==> src/rtl/sys_cmd_master.sv <==
// Host-side command initiator: serialises one command into a UART frame, then
// gathers the response bytes (with a per-byte timeout) into one 16-bit response.
`timescale 1ns/1ps
module sys_cmd_master #(
    parameter int DATA_WIDTH = 8,
    parameter int TIMEOUT    = 4096
) (
    input  logic                      CLK,
    input  logic                      RST,
    input  logic                      CMD_Valid,
    output logic                      CMD_Ready,
    input  logic [1:0]                CMD_Type,
    input  logic [3:0]                CMD_Addr,
    input  logic [7:0]                CMD_Data,
    input  logic [7:0]                CMD_OpA,
    input  logic [7:0]                CMD_OpB,
    input  logic [3:0]                CMD_Func,
    output logic [DATA_WIDTH-1:0]     TX_P_Data,
    output logic                      TX_Data_Valid,
    input  logic                      TX_Busy,
    input  logic [DATA_WIDTH-1:0]     RX_P_Data,
    input  logic                      RX_Data_Valid,
    output logic [2*DATA_WIDTH-1:0]   RSP_Data,
    output logic                      RSP_Valid,
    output logic                      RSP_Timeout
);

    localparam int TW = $clog2(TIMEOUT + 1);

    typedef enum logic [2:0] {
        ST_IDLE = 3'd0,
        ST_SEND = 3'd1,
        ST_RSP  = 3'd2,
        ST_DONE = 3'd3
    } state_t;

    state_t                  state_reg, state_next;
    logic [DATA_WIDTH-1:0]   frame_reg [4];
    logic [DATA_WIDTH-1:0]   frame_next [4];
    logic [1:0]              idx_reg, idx_next;
    logic [1:0]              last_idx_reg, last_idx_next;
    logic [1:0]              rsp_need_reg, rsp_need_next;
    logic [1:0]              rsp_cnt_reg, rsp_cnt_next;
    logic [DATA_WIDTH-1:0]   rsp_b_reg [2];
    logic [DATA_WIDTH-1:0]   rsp_b_next [2];
    logic [TW-1:0]           timer_reg, timer_next;
    logic                    tx_pending_reg, tx_pending_next;
    logic                    busy_seen_reg, busy_seen_next;
    logic                    cmd_ready_reg, cmd_ready_next;
    logic [DATA_WIDTH-1:0]   tx_data_reg, tx_data_next;
    logic                    tx_valid_reg, tx_valid_next;
    logic [2*DATA_WIDTH-1:0] rsp_data_reg, rsp_data_next;
    logic                    rsp_valid_reg, rsp_valid_next;
    logic                    rsp_timeout_reg, rsp_timeout_next;

    always_ff @(posedge CLK or negedge RST) begin
        if (!RST) begin
            state_reg       <= ST_IDLE;
            frame_reg       <= '{default: '0};
            idx_reg         <= '0;
            last_idx_reg    <= '0;
            rsp_need_reg    <= '0;
            rsp_cnt_reg     <= '0;
            rsp_b_reg       <= '{default: '0};
            timer_reg       <= '0;
            tx_pending_reg  <= 1'b0;
            busy_seen_reg   <= 1'b0;
            cmd_ready_reg   <= 1'b0;
            tx_data_reg     <= '1;
            tx_valid_reg    <= 1'b0;
            rsp_data_reg    <= '0;
            rsp_valid_reg   <= 1'b0;
            rsp_timeout_reg <= 1'b0;
        end else begin
            state_reg       <= state_next;
            frame_reg       <= frame_next;
            idx_reg         <= idx_next;
            last_idx_reg    <= last_idx_next;
            rsp_need_reg    <= rsp_need_next;
            rsp_cnt_reg     <= rsp_cnt_next;
            rsp_b_reg       <= rsp_b_next;
            timer_reg       <= timer_next;
            tx_pending_reg  <= tx_pending_next;
            busy_seen_reg   <= busy_seen_next;
            cmd_ready_reg   <= cmd_ready_next;
            tx_data_reg     <= tx_data_next;
            tx_valid_reg    <= tx_valid_next;
            rsp_data_reg    <= rsp_data_next;
            rsp_valid_reg   <= rsp_valid_next;
            rsp_timeout_reg <= rsp_timeout_next;
        end
    end

    always_comb begin
        state_next       = state_reg;
        frame_next       = frame_reg;
        idx_next         = idx_reg;
        last_idx_next    = last_idx_reg;
        rsp_need_next    = rsp_need_reg;
        rsp_cnt_next     = rsp_cnt_reg;
        rsp_b_next       = rsp_b_reg;
        timer_next       = timer_reg;
        tx_pending_next  = tx_pending_reg;
        busy_seen_next   = busy_seen_reg;
        cmd_ready_next   = 1'b0;
        tx_data_next     = '1;
        tx_valid_next    = 1'b0;
        rsp_data_next    = rsp_data_reg;
        rsp_valid_next   = 1'b0;
        rsp_timeout_next = 1'b0;

        // A byte is only known to be taken once TX has gone busy and come back idle.
        if (tx_pending_reg) begin
            if (TX_Busy) begin
                busy_seen_next = 1'b1;
            end else if (busy_seen_reg) begin
                tx_pending_next = 1'b0;
                busy_seen_next  = 1'b0;
            end
        end

        case (state_reg)
            ST_IDLE: begin
                cmd_ready_next = 1'b1;
                if (CMD_Valid && cmd_ready_reg) begin
                    cmd_ready_next = 1'b0;
                    state_next     = ST_SEND;
                    idx_next       = '0;
                    frame_next     = '{default: '0};
                    case (CMD_Type)
                        2'b00: begin
                            frame_next[0] = DATA_WIDTH'(8'hAA);
                            frame_next[1] = DATA_WIDTH'(CMD_Addr);
                            frame_next[2] = DATA_WIDTH'(CMD_Data);
                            last_idx_next = 2'd2;
                            rsp_need_next = 2'd0;
                        end
                        2'b01: begin
                            frame_next[0] = DATA_WIDTH'(8'hBB);
                            frame_next[1] = DATA_WIDTH'(CMD_Addr);
                            last_idx_next = 2'd1;
                            rsp_need_next = 2'd1;
                        end
                        2'b10: begin
                            frame_next[0] = DATA_WIDTH'(8'hCC);
                            frame_next[1] = DATA_WIDTH'(CMD_OpA);
                            frame_next[2] = DATA_WIDTH'(CMD_OpB);
                            frame_next[3] = DATA_WIDTH'(CMD_Func);
                            last_idx_next = 2'd3;
                            rsp_need_next = 2'd2;
                        end
                        default: begin
                            frame_next[0] = DATA_WIDTH'(8'hDD);
                            frame_next[1] = DATA_WIDTH'(CMD_Func);
                            last_idx_next = 2'd1;
                            rsp_need_next = 2'd2;
                        end
                    endcase
                end
            end

            ST_SEND: begin
                if (!TX_Busy && !tx_pending_reg) begin
                    tx_valid_next   = 1'b1;
                    tx_data_next    = frame_reg[idx_reg];
                    tx_pending_next = 1'b1;
                    busy_seen_next  = 1'b0;
                    if (idx_reg == last_idx_reg) begin
                        if (rsp_need_reg == 2'd0) begin
                            state_next     = ST_DONE;
                            rsp_valid_next = 1'b1;
                            rsp_data_next  = '0;
                        end else begin
                            state_next   = ST_RSP;
                            timer_next   = TW'(TIMEOUT);
                            rsp_cnt_next = '0;
                            rsp_b_next   = '{default: '0};
                        end
                    end else begin
                        idx_next = idx_reg + 2'd1;
                    end
                end
            end

            ST_RSP: begin
                // A byte in the final counter cycle takes priority over the timeout.
                if (RX_Data_Valid) begin
                    rsp_b_next[rsp_cnt_reg[0]] = RX_P_Data;
                    rsp_cnt_next = rsp_cnt_reg + 2'd1;
                    timer_next   = TW'(TIMEOUT);
                    if (rsp_cnt_reg + 2'd1 == rsp_need_reg) begin
                        state_next     = ST_DONE;
                        rsp_valid_next = 1'b1;
                        rsp_data_next  = {rsp_b_next[1], rsp_b_next[0]};
                    end
                end else if (timer_reg <= TW'(1)) begin
                    state_next       = ST_DONE;
                    rsp_valid_next   = 1'b1;
                    rsp_timeout_next = 1'b1;
                    rsp_data_next    = {rsp_b_reg[1], rsp_b_reg[0]};
                end else begin
                    timer_next = timer_reg - TW'(1);
                end
            end

            ST_DONE: begin
                state_next     = ST_IDLE;
                cmd_ready_next = 1'b1;
            end

            default: begin
                state_next      = ST_IDLE;
                tx_pending_next = 1'b0;
                busy_seen_next  = 1'b0;
                rsp_data_next   = '0;
            end
        endcase
    end

    assign CMD_Ready     = cmd_ready_reg;
    assign TX_P_Data     = tx_data_reg;
    assign TX_Data_Valid = tx_valid_reg;
    assign RSP_Data      = rsp_data_reg;
    assign RSP_Valid     = rsp_valid_reg;
    assign RSP_Timeout   = rsp_timeout_reg;

endmodule

==> config.mk <==
export PLATFORM = sky130hd
export DESIGN_NAME = sys_cmd_master
export DESIGN_NICKNAME = d
export VERILOG_FILES = /design/src/rtl/sys_cmd_master.sv
export SDC_FILE = /design/constraint.sdc
export NUM_CORES = 1
export LEC_CHECK = 0
export ABC_AREA = 1
export BUFFER_PORTS_ARGS = -buffer_cell sky130_fd_sc_hd__buf_2
export CAP_MARGIN = 25
export CORE_MARGIN = 1.5
export CORE_UTILIZATION = 35
export CTS_CLUSTER_SIZE = 20
export DETAILED_ROUTE_END_ITERATION = 12
export SLEW_MARGIN = 40
export SYNTH_ARGS = -nofsm -noshare
export SYNTH_HDL_FRONTEND = slang
export SYNTH_SLANG_ARGS = --single-unit
==> constraint.sdc <==
create_clock -name CLK -period 1.6 [get_ports CLK]
set_input_delay 0.08 -clock CLK [delete_from_list [all_inputs] [get_ports CLK]]
set_output_delay 0.08 -clock CLK [all_outputs]
set_load 0.02 [all_outputs]
==> results_dict.tcl, run 1 <==
set metrics [dict create \
    drtIter0Drc 377 \
    setup_viol 3 \
    slew_headroom 0.744 \
    synth_seq_cells 93 \
    critical_path.endpoint "RSP_Data[12]" \
    clk_pin_slew_ns 0.06 \
    min_period_over_period 1.00 \
    synth_top_flop_cell "dfrtp_1" \
    tightest_slew_ns 0.380 \
    report.final.slew_viol_count 0 \
    antenna_found_initial 0 \
    start_util 0.359 \
    num_rows 43 \
    synth_fp_nets 688 \
    rr_endpoint "RSP_Data[12]" \
    pre_cts_ws_ns -0.103 \
    detail_route.wl_per_cell_um 15.0 \
    end_kind "flip-flop" \
    final_net_count 827 \
    fin_util 0.483 \
    r2r_start "state_reg[1]" \
    period_minus_slack_ns 1.60 \
    routed-wl-met3_um 790 \
    peakVddDrop_mv 0.744 \
    htree_levels 3 \
    p_leak_nw 3.33 \
    hold_violations 0 \
    wl_met1_um 6330 \
    drive_above_1_share 0.312 \
    synth.cells.most_frequent "nand2_1, dfrtp_1, nor2_1" \
    globalplace.congestion 0.867 \
    hold_class "in -> reg" \
    dr.max_layer_used "met4" \
    firstDrtPassIters 5 \
    r2r_cells 8 \
    synth.distinct_cells 43 \
    dieArea_um2 14900 \
    outcome "finished, violations left" \
    antenna_cells 0 \
    crit_path_start_kind "flip-flop" \
    yosysWarnings 0 \
    fmax_ghz 0.623 \
    netlist_instances 634 \
    ant_nets 0 \
    cp_max_fo 8 \
    synth_seq_area_share 0.471 \
    fin_ws_ns -0.00449 \
    grt_pass1_vias 4743 \
    vias 4883 \
    post-synth-top-count-cell "nand2_1" \
    rsz0062_at_grt "yes" \
    cap_violations 0 \
    synth.avg_cell_area_um2 7.82 \
    whs_ns 0.0145 \
    io_pins 75 \
    grt_max_degree 49 \
    core_um2 13800 \
    portBuffers 74 \
    reg2reg_slack_ns -0.004 \
    power_w 0.0132 \
    overflow 0 \
    pwr_density_cell_nw_per_um2 1980 \
    dp_hpwl_um 9370 \
    insertion_delay_ns 0.36 \
    cp_data_arrival_time_ns 1.85 \
    cts_buffers 9 \
    clkSinkCount 93 \
    synth_top_area_cell "dfrtp_1" \
    ctsLongestPathBuffers 2 \
    critical_path_class "reg -> reg" \
    viasPerCell 5.10 \
    wl_um 14400 \
    die_h_um 122 \
    cts_root_buf "clkbuf_16" \
    required_ns 1.84 \
    synth_top_cell_area_share 0.429 \
    async_flop_share 1.00 \
    synth_area_um2 4960 \
    area_growth_pct 34.8 \
    fin_skew_ns 0.0126 \
    synth_edf_count 0 \
    critPathLaunch "state_reg[1]" \
    fp.dieW_um 122 \
    grt_pass1_wl_um 23300 \
    grt_use_total 0.201 \
    drcViolationCount 0 \
    cts_tree "yes" \
    wl_met2_um 6910 \
    violations "negative setup slack" \
    yosys-top-cells-area "dfrtp_1, nand2_1, nor2_1" \
    largest_register_ff_count 24 \
]
[critical path: stages (launching register included)]
cell	delay, ns
dfrtp_1	0.43
inv_2	0.10
ha_4	0.21
nand2_2	0.12
nand2_4	0.10
nor2_8	0.18
nand3_4	0.19
nand2_2	0.11
nand2_1	0.04
[power by group]
group	leakage, nW	internal (W)	switching [W]
Sequential	1.19	0.00324	0.000593
Clock	0.140	0.00125	0.000953
Combinational	2.00	0.00294	0.00426
[final cells by class]
cell class,count,area (um2)
Multi-Input combinational cell,464,2480
Clock inverter,6,62.6
Timing Repair Buffer,158,1150
Sequential cell,93,2340
Tap cell,180,225
Fill cell,1270,7150
Clock buffer,10,239
Inverter,47,180
[kinds of logic (layout without fill, tap and decap cells)]
kind of cell,Yosys count,in the layout,synth area share
simple gates,339,341,0.301
compound gates,112,112,0.127
flops,93,93,0.471
buf+inv,79,221,0.0757
fa+ha+maj,7,7,0.0177
xor+xnor,4,4,0.00707
[layout by cell type (no fill, tap or decap), drive strengths merged, types with 8 or more instances in the layout]
master,Yosys,routed
nand2,203,204
buf,19,139
dfrtp,85,85
nor2,65,65
o21ai,52,52
inv,45,45
nand3,39,40
a21oi,38,38
nand4,24,24
dlygate4sd3,0,19
clkbuf,13,10
dfstp,8,8
[worst min path at each step]
stage | from | endpoint | depth (start not counted)
3_3_place_gp | RST | timer_reg[9] | 1
2_1_floorplan | RST | CMD_Ready | 0
6_report | CMD_OpA[1] | frame_reg[17] | 3
5_1_grt | CMD_Data[2] | frame_reg[10] | 3
4_1_cts | CMD_Data[2] | frame_reg[10] | 3
3_5_place_dp | RST | timer_reg[9] | 1
[stage by stage]
step           instance area (um2)  TNS (ns)  cells
2_1_floorplan                 4960         0    634
3_3_place_gp                  5750    -0.357    902
3_5_place_dp                  5750     -2.68    902
4_1_cts                       6460  -0.00310    948
5_1_grt                       6680     -2.02    958
6_report                      6680  -0.00609    958
[per-layer routing]
layer  vias to the layer above  global-route usage
li1                       2362                   -
met1                      2339               0.263
met2                       148               0.325
met3                        34              0.0337
met4                         0              0.0904
met5                         -                   0
[timing repair]
action,in CTS,in global routing
hold endpoints to repair,78,0
cloned,3,0
gates resized for setup,25,57
pin swaps,7,23
setup endpoints to repair,48,52
setup buffers,8,11
hold buffers,19,0
No activity file was read; power rests on OpenSTA's default activity.
==> run 2, diff against run 1 <==
==> constraint.sdc (replaced) <==
create_clock -name CLK -period 1.31 [get_ports CLK]
set_input_delay 0.0655 -clock CLK [delete_from_list [all_inputs] [get_ports CLK]]
set_output_delay 0.0655 -clock CLK [all_outputs]
set_load 0.02 [all_outputs]
==> results_dict.tcl, run 2 (synthesis results as in run 1) <==
set metrics [dict create \
    wl_met2_um 8330 \
    rr_endpoint "rsp_b_reg[0]" \
    clkSinkCount 93 \
    grt_pass1_vias 5047 \
    critical_path_class "reg -> reg" \
    core_um2 13800 \
    pwr_density_cell_nw_per_um2 2430 \
    cts_buffers 9 \
    globalplace.congestion 0.832 \
    crit_path_start_kind "flip-flop" \
    r2r_cells 9 \
    violations "negative setup slack" \
    viasPerCell 5.17 \
    layout_commonest_cell "nand2_1" \
    overflow 0 \
    htree_levels 3 \
    fin_skew_ns 0.00898 \
    cts_tree "yes" \
    wl_met1_um 6450 \
    outcome "finished, violations left" \
    slew_headroom 0.687 \
    cp_data_arrival_time_ns 1.87 \
    num_rows 43 \
    hold_start "CMD_Type[1]" \
    grt_pass1_wl_um 24700 \
    clk_pin_slew_ns 0.07 \
    drtIter0Drc 360 \
    setup_viol 91 \
    p_leak_nw 3.83 \
    tightest_slew_ns 0.469 \
    mostFrequentLayoutCells "nand2_1, dfrtp_1, buf_2, buf_4, nor2_1" \
    grt_use_total 0.212 \
    min_period_over_period 1.25 \
    hold_violations 0 \
    dr.max_layer_used "met4" \
    period_minus_slack_ns 1.63 \
    antenna_found_initial 0 \
    pre_cts_ws_ns -0.393 \
    fmax_ghz 0.613 \
    reg2reg_slack_ns -0.32 \
    routed-wl-met3_um 851 \
    drive_above_1_share 0.472 \
    report.final.slew_viol_count 0 \
    required_ns 1.55 \
    hold_class "in -> reg" \
    dp_hpwl_um 9170 \
    start_util 0.359 \
    vias 5256 \
    cp_max_fo 8 \
    largest_register_ff_count 24 \
    cap_violations 0 \
    dieArea_um2 14900 \
    fp.dieW_um 122 \
    fin_ws_ns -0.321 \
    min_to "rsp_need_reg[0]" \
    finalSetupTns_ns -20.41 \
    worstHoldPathCells 2 \
    peakVddDrop_mv 1.07 \
    ctsLongestPathBuffers 2 \
    grt_max_degree 44 \
    area_growth_pct 63.1 \
    drcViolationCount 0 \
    portBuffers 74 \
    final_net_count 886 \
    detail_route.wl_per_cell_um 15.7 \
    insertion_delay_ns 0.35 \
    wl_um 16000 \
    antenna_cells 0 \
    die_h_um 122 \
    firstDrtPassIters 5 \
    cts_root_buf "clkbuf_16" \
    io_pins 75 \
    fin_util 0.585 \
    r2r_start "state_reg[0]" \
    rsz0062_at_grt "yes" \
    end_kind "flip-flop" \
    ant_nets 0 \
]
## run 2: cell types whose count changed in the layout (fill, tap and decap cells not counted), sizes merged
cell         previous run  this run
buf                   139       180
clkbuf                 10        11
clkinvlp                3         2
dlygate4sd3            19        28
nand2                 204       212
nor2                   65        66
## run 2: through the flow
stage	power, W	cells	hold slack [ns]	area (um2)
floorplan	0.00979	634	-0.230	5050
global placement	0.0121	946	0.0537	6150
detailed placement	0.0123	946	0.0483	6150
CTS	0.0173	1009	0.00162	7440
global route	0.0209	1017	0.0260	8080
finish	0.0196	1017	0.0373	8080
## run 2: routing by layer
metal | vias to the layer above | track usage
li1 | 2500 | -
met1 | 2531 | 0.263
met2 | 196 | 0.363
met3 | 29 | 0.0506
met4 | 0 | 0.0676
met5 | - | 0
## run 2: how the worst max path moves through the flow
stage,depth (start not counted),start,slack [ns],to
floorplan,9,state_reg[0],-0.21,RSP_Data[10]
global placement,10,state_reg[1],-0.39,timer_reg[7]
detailed placement,8,state_reg[1],-0.39,rsp_b_reg[6]
CTS,9,state_reg[1],-0.28,RSP_Data[5]
global route,8,state_reg[0],-0.40,RSP_Data[9]
finish,9,state_reg[0],-0.32,rsp_b_reg[0]
## run 2: cell type report
| class | count | area (um2) |
|---|---|---|
| clock inverters | 5 | 58.8 |
| flip-flops and latches | 93 | 2340 |
| repair buffers | 208 | 1670 |
| inverters | 47 | 228 |
| well taps | 180 | 225 |
| fillers | 1136 | 5740 |
| multi-input cells | 473 | 3320 |
| clock buffers | 11 | 243 |
## run 2: worst max-delay path: stages (launching register included)
cell and delay [ns]:
dfrtp_2 0.43, inv_2 0.08, buf_6 0.12, ha_4 0.28, nand2_4 0.06, nor2_4 0.11
buf_12 0.21, nand2_8 0.10, nand2_2 0.07, o21ai_2 0.05
## run 2: repair_timing
item	CTS	global route
endpoints found under the hold margin	48	0
pin swaps	38	45
buffers inserted	12	8
cloned	8	5
hold buffers	28	0
setup endpoints to repair	92	93
gates resized for setup	130	149
## run 2: power breakdown
group	internal [W]	switching (W)	leakage, nW
registers	0.00396	0.000810	1.19
logic	0.00506	0.00714	2.50
clock network	0.00154	0.00115	0.142
==> run 3, diff against run 2 <==
--- a/config.mk
+++ b/config.mk
@@ -5,13 +5,14 @@
 export SDC_FILE = /design/constraint.sdc
 export NUM_CORES = 1
 export LEC_CHECK = 0
-export ABC_AREA = 1
+export ABC_AREA = 0
 export BUFFER_PORTS_ARGS = -buffer_cell sky130_fd_sc_hd__buf_2
 export CAP_MARGIN = 25
 export CORE_MARGIN = 1.5
 export CORE_UTILIZATION = 35
 export CTS_CLUSTER_SIZE = 20
 export DETAILED_ROUTE_END_ITERATION = 12
+export REMOVE_ABC_BUFFERS = 1
 export SLEW_MARGIN = 40
 export SYNTH_ARGS = -nofsm -noshare
 export SYNTH_HDL_FRONTEND = slang
==> results_dict.tcl, run 3 <==
set metrics [dict create \
    synth.distinct_cells 47 \
    core_um2 13100 \
    synth_top_cell_area_share 0.454 \
    die_h_um 119 \
    grt_pass1_vias 4359 \
    combPwrFrac 0.579 \
    switching_share 0.382 \
    setup_viol 92 \
    fp.dieW_um 119 \
    slew_headroom 0.571 \
    ctsLongestPathBuffers 2 \
    ant_nets 0 \
    synth_seq_cells 93 \
    viasPerCell 5.13 \
    synth.avg_cell_area_um2 10.5 \
    yosysWarnings 0 \
    synth_seq_area_share 0.499 \
    mostFrequentLayoutCells "dfrtp_1, buf_2, buf_4" \
    cts_root_buf "clkbuf_16" \
    cp_common_cell "or4_4" \
    layout_commonest_cell "dfrtp_1" \
    outcome "finished, violations left" \
    drcViolationCount 0 \
    hold_class "in -> reg" \
    netlist_instances 447 \
    wl_um 13000 \
    synth_edf_count 0 \
    detail_route.wl_per_cell_um 16.1 \
    report.final.slew_viol_count 0 \
    cp_data_arrival_time_ns 2.50 \
    fin_skew_ns 0.0104 \
    globalplace.congestion 0.788 \
    min_period_over_period 1.73 \
    finalSetupTns_ns -50.17 \
    multi_input_area_um2 2840 \
    peakVddDrop_mv 1.18 \
    largest_register_ff_count 24 \
    portBuffers 74 \
    dieArea_um2 14100 \
    tightest_slew_ns 0.644 \
    crit_buf_inv 1 \
    async_flop_share 1.00 \
    cp_top_family "simple AND/OR/NAND/NOR gates" \
    crit_slowest_cell "or4_4" \
    overflow 0 \
    fmax_ghz 0.441 \
    synth_top_flop_cell "dfrtp_1" \
    cts_buffers 9 \
    insertion_delay_ns 0.35 \
    area_growth_pct 57.2 \
    synth_area_um2 4680 \
    clkSinkCount 93 \
    clkPwrFrac 0.145 \
    final_cell_area_um2 7360 \
    grt_pass1_wl_um 21300 \
    whs_ns 0.0118 \
    p_leak_nw 3.40 \
    rsz0062_at_grt "yes" \
    critical_path_class "reg -> reg" \
    htree_levels 3 \
    cts_tree "yes" \
    crit_chain "or4_4, or4_4, nand3_2, nand4_4, buf_12, mux2_4" \
    final_net_count 678 \
    clk_pin_slew_ns 0.07 \
    cap_violations 0 \
    num_rows 42 \
    power_switching_w 0.00648 \
    synth_top_area_cell "dfrtp_1" \
    pwr_density_cell_nw_per_um2 2310 \
    firstDrtPassIters 6 \
    io_pins 75 \
    fin_ws_ns -0.958 \
    period_minus_slack_ns 2.27 \
    place_area_um2 5800 \
    max_stage_delay_ns 0.55 \
    dp_hpwl_um 7770 \
    synth.cells.most_frequent "dfrtp_1, nand2_1, o21ai_0" \
    post-synth-top-count-cell "dfrtp_1" \
    grt_max_degree 94 \
    start_util 0.356 \
    crit_path_start_kind "flip-flop" \
    p_int_w 0.0105 \
    power_frac_seq 0.275 \
    grt_use_total 0.189 \
    area.sequential_um2 2340 \
    yosys-top-cells-area "dfrtp_1, mux2i_1, nand2_1" \
    violations "negative setup slack" \
    hold_violations 0 \
    antenna_cells 0 \
    drtIter0Drc 152 \
    fill_cells 1111 \
    required_ns 1.54 \
    antenna_found_initial 0 \
    cp_max_fo 16 \
    vias 4127 \
    drive_above_1_share 0.529 \
    end_kind "flip-flop" \
]
## run 3: cell types whose count changed after synthesis, moves of 13 or more
cell     previous run  this run
nor2_1             59        16
a21oi_1            38         9
o31ai_1             1        14
nand4_1            24         3
mux2i_1             0        26
nor2b_1             0        15
nand2_1           196        61
nand3_1            34        15
o21ai_1            16         0
inv_1              41        11
a22o_1              1        16
## run 3: logic make-up (layout without fill, tap and decap cells)
kind of cell / after synthesis / in the layout / share of synthesized area
xor gates and xnor gates: 3 / 3 / 0.00561
adders and majority gates: 7 / 7 / 0.0187
muxes: 50 / 50 / 0.131
and+or+nand+nor: 148 / 149 / 0.161
AOI/OAI and AO/OA: 107 / 107 / 0.152
DFF: 93 / 93 / 0.499
buffers and inverters: 39 / 220 / 0.0329
## run 3: worst reg2reg max path, cell delays in order, from the launching register on
cell and delay (ns):
dfrtp_1 0.38, or4_4 0.54, or4_4 0.55, nand3_2 0.11, nand4_4 0.10, buf_12 0.17
mux2_4 0.31
## run 3: area by class of cell
| cell class | count | share of cell area |
|---|---|---|
| Multi-Input combinational cell | 316 | 0.386 |
| Sequential cell | 93 | 0.318 |
| Timing Repair Buffer | 193 | 0.221 |
| Clock buffer | 12 | 0.0335 |
| Tap cell | 176 | 0.0299 |
| Inverter | 11 | 0.00765 |
| Clock inverter | 4 | 0.00425 |
## run 3: per-layer routing
metal / vias up / part of all wire / track usage / wire length, um
met5: - / 0 / 0 / 0
li1: 1967 / - / - / -
met2: 78 / 0.52 / 0.329 / 6690
met4: 0 / 0.024 / 0.0745 / 310
met3: 20 / 0.027 / 0.0265 / 351
met1: 2062 / 0.43 / 0.237 / 5600
## run 3: what timing repair did
action	in CTS	in global routing
setup endpoints to repair	92	93
hold buffers	15	0
setup buffers	18	12
pin swaps	41	21
hold endpoints to repair	100	0
gates cloned	8	0
gates resized for setup	170	50
## run 3: path summary, 6_finish.rpt
check / from / to / slack (ns) / depth (start not counted)
setup / recovery: timer_reg[0] / RSP_Data[10] / -0.96 / 6
hold / removal: CMD_Addr[3] / frame_reg[19] / 0.01 / 3
setup reg to reg: timer_reg[0] / RSP_Data[10] / -0.96 / 6
hold reg to reg: frame_reg[0] / frame_reg[0] / 0.48 / 2
max in group asynchronous: RST / TX_P_Data[4] / 0.58 / 3
min in group asynchronous: RST / timer_reg[4] / 0.29 / 3
## run 3: metrics by stage
stage | worst slack (ns) | utilization | cells | total power [W]
3_5_place_dp | -0.998 | 0.442 | 746 | 0.0114
4_1_cts | -0.966 | 0.543 | 801 | 0.0163
2_1_floorplan | -1.15 | - | 419 | 0.00843
3_3_place_gp | -0.965 | 0.442 | 746 | 0.0113
5_1_grt | -1.02 | 0.560 | 805 | 0.0180
6_report | -0.958 | 0.560 | 805 | 0.0170
## run 3: power groups by stage
stage          Sequential [W]  Clock, W  Combinational, W
2_1_floorplan         0.00487         0           0.00356
3_3_place_gp          0.00448         0           0.00680
3_5_place_dp          0.00452         0           0.00693
4_1_cts               0.00462   0.00253           0.00916
5_1_grt               0.00479   0.00266            0.0105
6_report              0.00467   0.00247           0.00983
